$ cat config.mk
export PLATFORM = sky130hd
export DESIGN_NAME = abro_sequencer_flat
export DESIGN_NICKNAME = d
export VERILOG_FILES = /design/src/rtl/abro_sequencer_if.sv /design/src/rtl/abro_sequencer.sv /design/src/flat_wrapper.sv
export SDC_FILE = /design/constraint.sdc
export NUM_CORES = 1
export LEC_CHECK = 0
export ABC_AREA = 0
export CAP_MARGIN = 20
export CORE_MARGIN = 5
export CORE_UTILIZATION = 60
export DETAILED_ROUTE_END_ITERATION = 10
export DONT_BUFFER_PORTS = 1
export PLACE_DENSITY = 0.76
export SLEW_MARGIN = 20
export SYNTH_ARGS = -nofsm -noshare
export SYNTH_HDL_FRONTEND = slang
export SYNTH_SLANG_ARGS = --single-unit
$ cat constraint.sdc
create_clock -name clk -period 3.1 [get_ports clk]
set_input_delay 0.31 -clock clk [delete_from_list [all_inputs] [get_ports clk]]
set_output_delay 0.31 -clock clk [all_outputs]
set_load 0.1 [all_outputs]
$ cat src/rtl/abro_sequencer_if.sv
// Bundles the ABRO sequencer control inputs and status outputs.
// The slave modport belongs to the sequencer and the master modport to its driver.
interface abro_sequencer_if #(
  parameter int TIMEOUT_W = 8,
  parameter int CNT_W     = 8
);
  logic                 R;
  logic                 A;
  logic                 B;
  logic                 timeout_en;
  logic [TIMEOUT_W-1:0] timeout_cfg;
  logic                 O;
  logic [2:0]           state;
  logic                 seen_a;
  logic                 seen_b;
  logic                 timed_out;
  logic [CNT_W-1:0]     o_count;

  modport master (
    output R, A, B, timeout_en, timeout_cfg,
    input  O, state, seen_a, seen_b, timed_out, o_count
  );

  modport slave (
    input  R, A, B, timeout_en, timeout_cfg,
    output O, state, seen_a, seen_b, timed_out, o_count
  );
endinterface

$ cat src/rtl/abro_sequencer.sv
// ABRO sequencer: latches A and B in any order and emits one registered O pulse.
// It then halts until R re-arms it, and an optional timer bounds the partial-match states.
module abro_sequencer #(
  parameter int TIMEOUT_W = 8,
  parameter int CNT_W     = 8
) (
  input  logic            clk,
  input  logic            reset,
  abro_sequencer_if.slave bus
);
  typedef enum logic [2:0] {
    S_WAIT_AB = 3'd0,
    S_WAIT_A  = 3'd1,
    S_WAIT_B  = 3'd2,
    S_EMIT    = 3'd3,
    S_HALT    = 3'd4,
    S_TIMEOUT = 3'd5
  } state_t;

  state_t               r_state;
  state_t               w_next_state;
  logic                 r_o;
  logic                 r_seen_a;
  logic                 r_seen_b;
  logic                 r_timed_out;
  logic [TIMEOUT_W-1:0] r_timer;
  logic [CNT_W-1:0]     r_count;
  logic                 w_seen_a_next;
  logic                 w_seen_b_next;
  logic                 w_timed_out_next;
  logic [TIMEOUT_W-1:0] w_timer_next;
  logic                 w_timer_active;
  logic                 w_expire;

  // The timer expires on the edge at which its incremented value would reach the limit.
  assign w_timer_active = bus.timeout_en && (bus.timeout_cfg != {TIMEOUT_W{1'b0}});
  assign w_expire = w_timer_active &&
                    (({1'b0, r_timer} + {{TIMEOUT_W{1'b0}}, 1'b1}) >= {1'b0, bus.timeout_cfg});

  // Next-state, seen flags, sticky timeout and timer; R overrides every other input.
  always_comb begin
    w_next_state     = r_state;
    w_seen_a_next    = r_seen_a;
    w_seen_b_next    = r_seen_b;
    w_timed_out_next = r_timed_out;
    w_timer_next     = {TIMEOUT_W{1'b0}};
    if (bus.R) begin
      w_next_state     = S_WAIT_AB;
      w_seen_a_next    = 1'b0;
      w_seen_b_next    = 1'b0;
      w_timed_out_next = 1'b0;
    end else begin
      case (r_state)
        S_WAIT_AB: begin
          if (bus.A && bus.B) begin
            w_next_state  = S_EMIT;
            w_seen_a_next = 1'b1;
            w_seen_b_next = 1'b1;
          end else if (bus.A) begin
            w_next_state  = S_WAIT_B;
            w_seen_a_next = 1'b1;
          end else if (bus.B) begin
            w_next_state  = S_WAIT_A;
            w_seen_b_next = 1'b1;
          end else begin
            w_next_state = S_WAIT_AB;
          end
        end
        S_WAIT_A: begin
          if (bus.A) begin
            w_next_state  = S_EMIT;
            w_seen_a_next = 1'b1;
          end else if (w_expire) begin
            w_next_state     = S_TIMEOUT;
            w_timed_out_next = 1'b1;
          end else if (w_timer_active) begin
            w_timer_next = r_timer + {{(TIMEOUT_W-1){1'b0}}, 1'b1};
          end else begin
            w_timer_next = r_timer;
          end
        end
        S_WAIT_B: begin
          if (bus.B) begin
            w_next_state  = S_EMIT;
            w_seen_b_next = 1'b1;
          end else if (w_expire) begin
            w_next_state     = S_TIMEOUT;
            w_timed_out_next = 1'b1;
          end else if (w_timer_active) begin
            w_timer_next = r_timer + {{(TIMEOUT_W-1){1'b0}}, 1'b1};
          end else begin
            w_timer_next = r_timer;
          end
        end
        S_EMIT:    w_next_state = S_HALT;
        S_HALT:    w_next_state = S_HALT;
        S_TIMEOUT: w_next_state = S_TIMEOUT;
        default: begin
          w_next_state     = S_WAIT_AB;
          w_seen_a_next    = 1'b0;
          w_seen_b_next    = 1'b0;
          w_timed_out_next = 1'b0;
        end
      endcase
    end
  end

  // State and status registers; O is registered from the next state so it is high only in EMIT.
  always_ff @(posedge clk or negedge reset) begin
    if (!reset) begin
      r_state     <= S_WAIT_AB;
      r_o         <= 1'b0;
      r_seen_a    <= 1'b0;
      r_seen_b    <= 1'b0;
      r_timed_out <= 1'b0;
      r_timer     <= {TIMEOUT_W{1'b0}};
      r_count     <= {CNT_W{1'b0}};
    end else begin
      r_state     <= w_next_state;
      r_o         <= (w_next_state == S_EMIT);
      r_seen_a    <= w_seen_a_next;
      r_seen_b    <= w_seen_b_next;
      r_timed_out <= w_timed_out_next;
      r_timer     <= w_timer_next;
      if ((r_state == S_EMIT) && (r_count != {CNT_W{1'b1}})) begin
        r_count <= r_count + {{(CNT_W-1){1'b0}}, 1'b1};
      end else begin
        r_count <= r_count;
      end
    end
  end

  assign bus.O         = r_o;
  assign bus.state     = r_state;
  assign bus.seen_a    = r_seen_a;
  assign bus.seen_b    = r_seen_b;
  assign bus.timed_out = r_timed_out;
  assign bus.o_count   = r_count;
endmodule

$ cat src/flat_wrapper.sv
// flat-port wrapper written by rule: the top's interface ports become plain ports
module abro_sequencer_flat 
#(
  parameter int TIMEOUT_W = 8,
  parameter int CNT_W     = 8
)
  (clk, reset, bus_R, bus_A, bus_B, bus_timeout_en, bus_timeout_cfg, bus_O, bus_state, bus_seen_a, bus_seen_b, bus_timed_out, bus_o_count);
  abro_sequencer_if #(.TIMEOUT_W(TIMEOUT_W), .CNT_W(CNT_W)) bus_i ();
  input  logic clk;
  input  logic reset;
  input wire logic [$bits(bus_i.R)-1:0] bus_R;
  input wire logic [$bits(bus_i.A)-1:0] bus_A;
  input wire logic [$bits(bus_i.B)-1:0] bus_B;
  input wire logic [$bits(bus_i.timeout_en)-1:0] bus_timeout_en;
  input wire logic [$bits(bus_i.timeout_cfg)-1:0] bus_timeout_cfg;
  output wire logic [$bits(bus_i.O)-1:0] bus_O;
  output wire logic [$bits(bus_i.state)-1:0] bus_state;
  output wire logic [$bits(bus_i.seen_a)-1:0] bus_seen_a;
  output wire logic [$bits(bus_i.seen_b)-1:0] bus_seen_b;
  output wire logic [$bits(bus_i.timed_out)-1:0] bus_timed_out;
  output wire logic [$bits(bus_i.o_count)-1:0] bus_o_count;
  assign bus_i.R = bus_R;
  assign bus_i.A = bus_A;
  assign bus_i.B = bus_B;
  assign bus_i.timeout_en = bus_timeout_en;
  assign bus_i.timeout_cfg = bus_timeout_cfg;
  assign bus_O = bus_i.O;
  assign bus_state = bus_i.state;
  assign bus_seen_a = bus_i.seen_a;
  assign bus_seen_b = bus_i.seen_b;
  assign bus_timed_out = bus_i.timed_out;
  assign bus_o_count = bus_i.o_count;
  abro_sequencer #(.TIMEOUT_W(TIMEOUT_W), .CNT_W(CNT_W)) u_core (.clk(clk), .reset(reset), .bus(bus_i));
endmodule
# Word level (Yosys, flattened, before mapping)
# Cells that the tools add are included.
[totals]
register_bits = 23
inputBits = 14
output_inout_bits = 15
[op_classes]
add_sub_neg = 3
order_cmp = 1
eq_ne = 13
muxes = 28
n_reduce_logical = 12
[ops]
columns = ["cell", "n"]
rows = [
  ["8-bit 2-to-1 mux", 5],
  ["3-bit 2-to-1 mux", 6],
  ["8-bit by 1-bit adder with 8-bit output (second input constant)", 2],
  ["8-bit one-hot mux with 2 select lines", 1],
  ["3-bit one-hot mux with 5 select lines", 1],
  ["1-bit 2-to-1 mux", 12],
  ["4-bit OR reduction", 3],
  ["8-bit by 1-bit adder with 9-bit output (second input constant)", 1],
  ["3-bit by 2-bit == test with 1-bit output (second input constant)", 3],
  ["9-bit by 8-bit greater-or-equal comparator with 1-bit output", 1],
  ["1-bit one-hot mux with 3 select lines", 3],
  ["8-bit inequality test (second input constant)", 1],
  ["8-bit nonzero test", 1],
  ["3-bit == test (second input constant)", 2],
  ["2-bit by 1-bit inequality test with 1-bit output (second input constant)", 3],
  ["3-bit inequality test (second input constant)", 2],
  ["1-bit logical AND", 4],
  ["4-bit by 3-bit inequality test with 1-bit output (second input constant)", 1],
  ["3-bit by 1-bit == test with 1-bit output (second input constant)", 1],
  ["3-bit logical NOT", 1],
  ["3-bit AND reduction", 1],
  ["2-bit AND reduction", 1],
  ["2-bit OR reduction", 1],
]

# Logic depth before layout (Yosys ltp)
# Gate-level depths: netlist (run 1).
[logic_depth]
word_depth = 8
mapped_depth = 11
ltp_nobuf = 10

# Least setup slack after synthesis (run 1)
# OpenSTA, ideal clock, no wires.
[synth_timing]
path_kind = "register to register"
from = "reg u_core.r_timer[0]"
to = "reg u_core.r_timer[4]"
setup_ps = 82
arrival_ps = 2606
required_time_ps = 3018
slack_ps = 413
stages_incl_launch_ff = 12
path_buffers = 1
period_less_slack_ps = 2687
cell_sequence = "dfrtp_1 -> ha_1 -> nand3_4 -> o21a_1 -> or2_2 -> ha_1 -> and3_1 -> a221oi_1 -> o31a_1 -> buf_4 -> nand4_1 -> a31oi_1"
[synth_between]
elab_chain_cells = 7
elab_cells_between_ends = 10
cone_classes = "2 x add/sub; 1 x order compare; 6 x mux; 1 x reduce/logical"
[synth_lines]
columns = ["item", "line_no", "rtl"]
rows = [
  ["from (decl)", "abro_sequencer.sv:26", "logic [TIMEOUT_W-1:0] r_timer;"],
  ["from (signal assigned)", "abro_sequencer.sv:116", "r_timer <= {TIMEOUT_W{1'b0}};"],
  ["from (signal assigned)", "abro_sequencer.sv:124", "r_timer <= w_timer_next;"],
  ["8-bit by 1-bit adder with 9-bit output", "abro_sequencer.sv:38", "(({1'b0, r_timer} + {{TIMEOUT_W{1'b0}}, 1'b1}) >= {1'b0, bus.timeout_cfg});"],
  ["9-bit by 8-bit greater-or-equal comparator with 1-bit output", "abro_sequencer.sv:38", ""],
  ["1-bit logical AND", "abro_sequencer.sv:37", "assign w_expire = w_timer_active &&"],
  ["8-bit 2-to-1 mux (*)", "abro_sequencer.sv:86", "end else if (w_expire) begin"],
  ["8-bit 2-to-1 mux, on equally long branches", "abro_sequencer.sv:83, abro_sequencer.sv:70", ""],
  ["8-bit one-hot mux with 2 select lines (*)", "abro_sequencer.sv:53", "case (r_state)"],
  ["8-bit 2-to-1 mux (*)", "abro_sequencer.sv:47", "if (bus.R) begin"],
  ["named net u_core.w_timer_next[4]", "abro_sequencer.sv:31", "logic [TIMEOUT_W-1:0] w_timer_next;"],
]
# The timed path passes the listed nets; every way through them passes the cells marked *.
# A chain may end at the register's enable or synchronous reset.

# Final worst setup path (run 1)
[layout_timing]
from = "reg u_core.r_timer[0]"
to = "reg u_core.r_timer[3]"
# Same word-level chain as after synthesis.

==> flow_summary.json, run 1 <==
{
  "status": "complete, no violations",
  "setup_viol": 0,
  "crit_type": "flop to flop",
  "postRouteWirelength_microns": 3400,
  "first_pass_iters": 4,
  "fmax_mhz": 343,
  "ys_ff_latch": 23,
  "drive_above_1_share_pct": 16.1,
  "async_reset_ff_share_pct": 100,
  "p_total_uw": 897,
  "layout_commonest_cell": "dfrtp_1",
  "swShare_pct": 48.7,
  "hold_ws_ns": 0.0226,
  "comb_power_share_pct": 41.0,
  "finalMaxSlewViolations": 0,
  "rows": 18,
  "die_h_microns": 60.7,
  "place_inst": 203,
  "die_w_microns": 60.7,
  "synth.distinct_cells": 42,
  "final_cells": 210,
  "power_density_mw_per_mm2": 528,
  "final_nets": 207,
  "vias_per_cell": 6.35,
  "startpoint_type": "flop",
  "p_int_uw": 460,
  "clock_sinks": 23,
  "drtAntennaViolNets": 0,
  "netSwitchingPower_uw": 437,
  "clk_pin_slew_ns": 0.14,
  "fillers": 183,
  "tns_ns": 0,
  "gp_congestion": 0.805,
  "start_util_pct": 62.2,
  "arrival_ns": 3.15,
  "final-seq-area_sq_um": 577,
  "clockRootBuffer": "clkbuf_4",
  "postSynthNetCount": 194,
  "drcViolationCount": 0,
  "dieArea_sq_mm": 0.00368,
  "yosys.area.top_type": "dfrtp_1",
  "grt-ovfl-total": 0,
  "cts_tree": "done",
  "yosys.area.top_type_share_pct": 37.3,
  "drv_cap": 0,
  "required_ns": 3.34,
  "period_minus_slack_ns": 2.91,
  "endpoint_kind": "flop",
  "synth_flop_cell": "dfrtp_1",
  "cts.path.max_buffers": 2,
  "grt_max_degree": 24,
  "slew_headroom_pct": 31.3,
  "synth_area_sq_mm": 0.00154,
  "clk-insertion-delay-late_ns": 0.32,
  "fin_skew_ns": 0.00807,
  "antenna_found_initial": 0,
  "initialDrtViolationCount": 104,
  "pin_count": 29,
  "hold-path-cell-count": 1,
  "cp_max_fo": 10,
  "drt-wirelength-per-cell_microns": 16.2,
  "dp_hpwl_microns": 2500,
  "htreeDepth": 1,
  "ir_worst_vdd_mv": 0.745,
  "min_path_type": "input pin to flop",
  "p_leak_nw": 0.765,
  "ys_seq_area_share_pct": 37.3,
  "yosysWarnings": 0,
  "grt_pass1_vias": 1331,
  "final_cell_mix": "dfrtp_1, nand2_1, buf_4",
  "area_delta_synth_final_pct": 10.3,
  "synth_area_leaders": "dfrtp_1, ha_1, xnor2_1, nand2_1, a21oi_1",
  "worst-slew-pin-transition_ns": 1.03,
  "synth_edf_count": 0,
  "core_area_sq_mm": 0.00248,
  "vias": 1334,
  "synth_cells": 168,
  "seq_power_share_pct": 42.8,
  "hold_viol_final": 0,
  "grt_pass1_wl_microns": 5550,
  "cts_made_buffers": 3,
  "syn_avg_cell_area_sq_um": 9.18,
  "reg2reg_depth": 11,
  "io_buffer_count": 0,
  "p_clk_share_pct": 16.2,
  "antenna_cells": 0,
  "grt.total_usage_pct": 19.6,
  "multi_input_area_sq_um": 898,
  "period_share_pct": 94.0
}
## cells by family (layout without fill, tap and decap cells)
kind of cell | after synthesis | in the layout | synth area share [%]
DFF | 23 | 23 | 37.3
xor gates and xnor gates | 13 | 13 | 7.39
and+or+nand+nor | 62 | 62 | 21.6
AOI/OAI and AO/OA | 38 | 38 | 17.9
buffers and inverters | 19 | 31 | 5.28
muxes | 1 | 1 | 0.730
adders and majority gates | 12 | 12 | 9.74
## cell usage after synthesis (all sizes together), types with 2 or more instances
cell,instances
a21oi,11
dfrtp,23
a211o,2
o21ai,6
ha,12
a21o,2
nor3b,2
nand3,7
nor2,8
a311oi,2
xnor2,10
inv,12
nand2,17
nand4,6
or4,2
buf,6
nor2b,2
xor2,3
and3,5
a221oi,2
o211ai,3
a31oi,4
nor3,7
## path summary, 6_finish.rpt
check | start | end | slack (ns)
max in group asynchronous | reset | u_core.r_timer[0] | 2.23
worst min register to register | u_core.r_timer[7] | u_core.r_timer[7] | 0.62
worst min-delay path | bus_R | u_core.bus.state[0] | 0.02
min in group asynchronous | reset | u_core.r_timer[6] | 0.49
worst max-delay path | u_core.r_timer[0] | u_core.r_timer[3] | 0.19
worst max register to register | u_core.r_timer[0] | u_core.r_timer[3] | 0.19
## stage by stage
step / instance area (sq um) / utilization [%] / setup slack, ns
floorplan: 1540 / - / 0.413
global route: 1700 / 68.6 / -0.0200
finish: 1700 / 68.6 / 0.187
CTS: 1670 / 67.5 / 0.0337
global placement: 1630 / 65.9 / 0.263
detailed placement: 1630 / 65.9 / 0.0749
## registers in the layout, summed over array words and instances (netlist names)
signal / flops
u_core.bus.o_count: 8
u_core.r_timer: 8
u_core.bus.state: 3
u_core.bus.O: 1
u_core.bus.seen_a: 1
u_core.bus.seen_b: 1
u_core.bus.timed_out: 1
## power groups by stage
stage | clock network, mW | registers [mW] | logic, mW
after floorplan | 0 | 0.589 | 0.0864
after global placement | 0 | 0.387 | 0.349
after detailed placement | 0 | 0.390 | 0.360
after CTS | 0.149 | 0.385 | 0.368
after global routing | 0.165 | 0.388 | 0.389
final | 0.145 | 0.384 | 0.368
## metal layers
metal	GRT usage [%]	vias up	part of all wire, %
li1	-	635	-
met1	24.8	637	40
met2	31.9	50	52
met3	5.53	12	6.2
met4	7.43	0	2.6
met5	0	-	0
## final cells by class
class                      instances  area share [%]
timing repair buffer              15            6.62
multi-input combinational        126            52.8
sequential                        23            33.9
inverter                          12            2.65
tap                               30            2.21
clock inverter                     1           0.442
clock buffer                       3            1.32
## critical path, cell delays in order, from the launching register on
cell and delay, ns:
dfrtp_2 0.44, ha_2 0.25, nand3_4 0.12, o21a_1 0.22, or2_2 0.30, ha_1 0.29
and3_1 0.20, a221oi_2 0.27, o31a_1 0.25, buf_4 0.19, nand4_1 0.10, a31oi_1 0.20
## what timing repair did
action                                  in CTS  in global routing
hold buffers                                 1                  1
endpoints found under the hold margin       23                 23
resized for setup                            0                  4
buffers inserted                             0                  1
endpoints found under the setup margin       0                 10
No activity file was read; power rests on OpenSTA's default activity.
==> run 2, diff against run 1 <==
--- a/config.mk
+++ b/config.mk
@@ -12,4 +12,5 @@
 export DETAILED_ROUTE_END_ITERATION = 10
 export DONT_BUFFER_PORTS = 1
+export HOLD_SLACK_MARGIN = 0.1
 export PLACE_DENSITY = 0.76
 export SLEW_MARGIN = 20
==> constraint.sdc (replaced) <==
create_clock -name clk -period 3.1 [get_ports clk]
set_input_delay 0.31 -clock clk [delete_from_list [all_inputs] [get_ports clk]]
set_output_delay 0.31 -clock clk [all_outputs]
set_load 0.02 [all_outputs]
==> flow_summary.json, run 2 (same netlist as run 1, synthesis figures left out) <==
{
  "startpoint_type": "flop",
  "finalMaxSlewViolations": 0,
  "start_util_pct": 62.2,
  "fin_skew_ns": 0.00112,
  "initialDrtViolationCount": 52,
  "period_share_pct": 93.2,
  "vias": 1261,
  "status": "complete, no violations",
  "power_density_mw_per_mm2": 403,
  "clockRootBuffer": "clkbuf_4",
  "gp_congestion": 0.843,
  "critPathTopFamily": "compound AO/OA/AOI/OAI gates",
  "grt_pass1_wl_microns": 5030,
  "pin_count": 29,
  "worstPathCellList": "ha_2 -> nand3_4 -> o21a_1 -> or2_2 -> ha_1 -> and3_1 -> a221oi_1 -> o31a_1 -> buf_4 -> nand4_1 -> a31oi_1",
  "area_delta_synth_final_pct": 6.01,
  "clock_sinks": 23,
  "arrival_ns": 3.14,
  "hold_viol_final": 0,
  "p_total_uw": 659,
  "grt_pass1_vias": 1196,
  "fmax_mhz": 346,
  "io_buffer_count": 0,
  "setup_viol": 0,
  "final_cell_mix": "dfrtp_1, nand2_1, inv_1",
  "core_area_sq_mm": 0.00248,
  "cp_max_fo": 9,
  "crit_buf_inv": 1,
  "vias_per_cell": 6.24,
  "rows": 18,
  "drive_above_1_share_pct": 11.0,
  "layout_commonest_cell": "dfrtp_1",
  "worst-slew-pin-transition_ns": 0.489,
  "drtAntennaViolNets": 0,
  "cts_tree": "done",
  "antenna_found_initial": 0,
  "dieArea_sq_mm": 0.00368,
  "clk_pin_slew_ns": 0.13,
  "period_minus_slack_ns": 2.89,
  "antenna_cells": 0,
  "hold_ws_ns": 0.140,
  "p_leak_nw": 0.723,
  "crit_path_max_incr_delay_ns": 0.43,
  "die_h_microns": 60.7,
  "grt.total_usage_pct": 18.0,
  "final_nets": 199,
  "rsz0062_at_grt": "false",
  "slew_headroom_pct": 67.4,
  "ir_worst_vdd_mv": 0.538,
  "grt_max_degree": 24,
  "endpoint_kind": "flop",
  "postRouteWirelength_microns": 3030,
  "dp_hpwl_microns": 2290,
  "required_ns": 3.35,
  "htreeDepth": 1,
  "drcViolationCount": 0,
  "min_path_type": "input pin to flop",
  "critPathSlowestCell": "dfrtp_2",
  "cts.path.max_buffers": 2,
  "place_inst": 194,
  "crit_type": "flop to flop",
  "drt-wirelength-per-cell_microns": 15.0,
  "final_util_pct": 66.0,
  "clk-insertion-delay-late_ns": 0.31,
  "drv_cap": 0,
  "first_pass_iters": 4,
  "die_w_microns": 60.7,
  "grt-ovfl-total": 0,
  "final_cells": 202,
  "cts_made_buffers": 3,
  "tns_ns": 0
}
==> run 2: cell types whose count changed in the layout (fill, tap and decap cells not counted), sizes merged <==
cell         change
clkinvlp         -1
clkinv           +1
buf              -9
dlygate4sd3      +1
==> run 2: final timing paths <==
check | startpoint | endpoint | slack, ns | depth (start not counted)
max | u_core.r_timer[0] | u_core.r_timer[4] | 0.21 | 11
min | bus_A | u_core.bus.state[1] | 0.14 | 2
max reg2reg | u_core.r_timer[0] | u_core.r_timer[4] | 0.21 | 11
min reg2reg | u_core.r_timer[0] | u_core.r_timer[0] | 0.61 | 2
max in group asynchronous | reset | u_core.r_timer[0] | 2.27 | 2
min in group asynchronous | reset | u_core.bus.state[1] | 0.47 | 2
==> run 2: power by group <==
part / switching (mW) / internal [mW] / total (mW)
Clock: 0.0948 / 0.0483 / 0.143
Combinational: 0.0568 / 0.0479 / 0.105
Sequential: 0.0815 / 0.330 / 0.412
==> run 2: stage by stage <==
| stage | cell area [sq um] | worst slack [ns] |
|---|---|---|
| 2_1_floorplan | 1540 | 0.413 |
| 3_3_place_gp | 1570 | 0.238 |
| 3_5_place_dp | 1570 | 0.140 |
| 4_1_cts | 1610 | 0.107 |
| 5_1_grt | 1630 | 0.0277 |
| 6_report | 1630 | 0.212 |
==> run 2: cell type report <==
type / count / area [sq um]
Multi-Input combinational cell: 126 / 892
Fill cell: 202 / 843
Sequential cell: 23 / 577
Timing Repair Buffer: 7 / 55.1
Inverter: 12 / 45.0
Tap cell: 30 / 37.5
Clock buffer: 3 / 22.5
Clock inverter: 1 / 5.00
==> run 2: per-layer routing <==
layer | vias to the layer above | wire [microns] | GRT usage [%]
met5 | - | 0 | 0
met4 | 0 | 33 | 4.64
met3 | 4 | 153 | 4.04
met2 | 31 | 1520 | 30.1
met1 | 609 | 1320 | 23.6
li1 | 617 | - | -
==> run 2: what timing repair did <==
item / CTS / global route
buffers inserted: 0 / 1
resized for setup: 0 / 3
hold buffers: 2 / 1
endpoints found under the setup margin: 0 / 9
hold endpoints to repair: 26 / 23
==> run 3, diff against run 2 <==
RECOVER_POWER = 100   (was unset)
==> flow_summary.json, run 3 (same netlist as run 1, synthesis figures left out) <==
{
  "dp_hpwl_microns": 2290,
  "clockRootBuffer": "clkbuf_4",
  "grt-ovfl-total": 0,
  "clk-insertion-delay-late_ns": 0.32,
  "finalMaxSlewViolations": 0,
  "final_cell_mix": "dfrtp_1, nand2_1, inv_1",
  "final_cells": 202,
  "grt_pass1_wl_microns": 5030,
  "grt.total_usage_pct": 18.0,
  "antenna_found_initial": 0,
  "crit_type": "flop to flop",
  "final_util_pct": 64.6,
  "dieArea_sq_mm": 0.00368,
  "io_buffer_count": 0,
  "drcViolationCount": 0,
  "final_nets": 199,
  "period_minus_slack_ns": 2.89,
  "cp_max_fo": 9,
  "die_w_microns": 60.7,
  "arrival_ns": 3.14,
  "clock_sinks": 23,
  "dpl_cell_area_sq_mm": 0.00157,
  "fmax_mhz": 345,
  "vias": 1240,
  "place_inst": 194,
  "die_h_microns": 60.7,
  "final-seq-area_sq_um": 577,
  "hold_viol_final": 0,
  "initialDrtViolationCount": 72,
  "endpoint_kind": "flop",
  "tns_ns": 0,
  "period_share_pct": 93.4,
  "status": "complete, no violations",
  "min_path_type": "input pin to flop",
  "vias_per_cell": 6.14,
  "fillers": 210,
  "multi_input_area_sq_um": 863,
  "area_delta_synth_final_pct": 3.81,
  "start_util_pct": 62.2,
  "layout_commonest_cell": "dfrtp_1",
  "startpoint_type": "flop",
  "postRouteWirelength_microns": 3040,
  "power_density_mw_per_mm2": 410,
  "design_area_sq_mm": 0.00160,
  "drt-wirelength-per-cell_microns": 15.1,
  "cts.path.max_buffers": 2,
  "setup_viol": 0,
  "rows": 18,
  "pin_count": 29,
  "cts_tree": "done",
  "fin_skew_ns": 0.00299,
  "core_area_sq_mm": 0.00248,
  "drtAntennaViolNets": 0,
  "first_pass_iters": 4,
  "ir_worst_vdd_mv": 0.549,
  "slew_headroom_pct": 21.2,
  "antenna_cells": 0,
  "grt_pass1_vias": 1196,
  "worst-slew-pin-transition_ns": 1.18,
  "drive_above_1_share_pct": 8.14,
  "p_leak_nw": 0.712,
  "gp_congestion": 0.843,
  "grt_max_degree": 24,
  "rsz0062_at_grt": "false",
  "drv_cap": 0,
  "htreeDepth": 1,
  "required_ns": 3.35,
  "cts_made_buffers": 3,
  "clk_pin_slew_ns": 0.13
}
==> run 3: critical path: stages, from the launching register on <==
cell      delay (ns)
dfrtp_2         0.43
ha_2            0.24
nand3_4         0.12
o21a_1          0.22
or2_2           0.29
ha_1            0.29
and3_1          0.18
a221oi_1        0.32
o31a_1          0.27
buf_4           0.19
nand4_1         0.10
a31oi_1         0.18
==> run 3: final cells by class <==
class	instances	share of cell area [%]
inverters	12	2.81
well taps	30	2.35
clock inverters	1	0.313
multi-input cells	126	53.9
clock buffers	3	1.41
flip-flops and latches	23	36.0
repair buffers	7	3.13
==> run 3: per-layer routing <==
metal | GRT usage, % | routed length [microns]
met1 | 23.6 | 1350
met2 | 30.1 | 1550
met3 | 4.04 | 125
met4 | 4.64 | 27
met5 | 0 | 0
==> run 3: final timing paths <==
path,startpoint,endpoint,slack [ns],depth (start not counted)
worst min register to register,u_core.r_timer[0],u_core.r_timer[0],0.61,2
worst max register to register,u_core.r_timer[0],u_core.r_timer[3],0.21,11
worst max-delay path,u_core.r_timer[0],u_core.r_timer[3],0.21,11
max in group asynchronous,reset,u_core.r_timer[0],1.59,2
worst min-delay path,bus_A,u_core.bus.state[1],0.14,2
min in group asynchronous,reset,u_core.bus.state[0],0.74,2
==> run 3: power by group <==
| group | switching (mW) | internal (mW) |
|---|---|---|
| clock | 0.0968 | 0.0483 |
| sequential | 0.0812 | 0.330 |
| combinational | 0.0550 | 0.0454 |
| total | 0.233 | 0.424 |
==> run 3: metrics by stage <==
| stage | hold slack (ns) | setup slack [ns] | total power [mW] |
|---|---|---|---|
| 2_1_floorplan | 0.0144 | 0.413 | 0.490 |
| 3_3_place_gp | 0.0149 | 0.238 | 0.510 |
| 3_5_place_dp | 0.0149 | 0.140 | 0.515 |
| 4_1_cts | 0.138 | 0.107 | 0.664 |
| 5_1_grt | 0.147 | 0.0296 | 0.696 |
| 6_report | 0.139 | 0.206 | 0.657 |
==> run 3: what timing repair did <==
action,in CTS,in global routing
buffers inserted,0,1
resized for setup,0,3
hold buffers,2,1
hold endpoints to repair,26,23
endpoints found under the setup margin,0,9
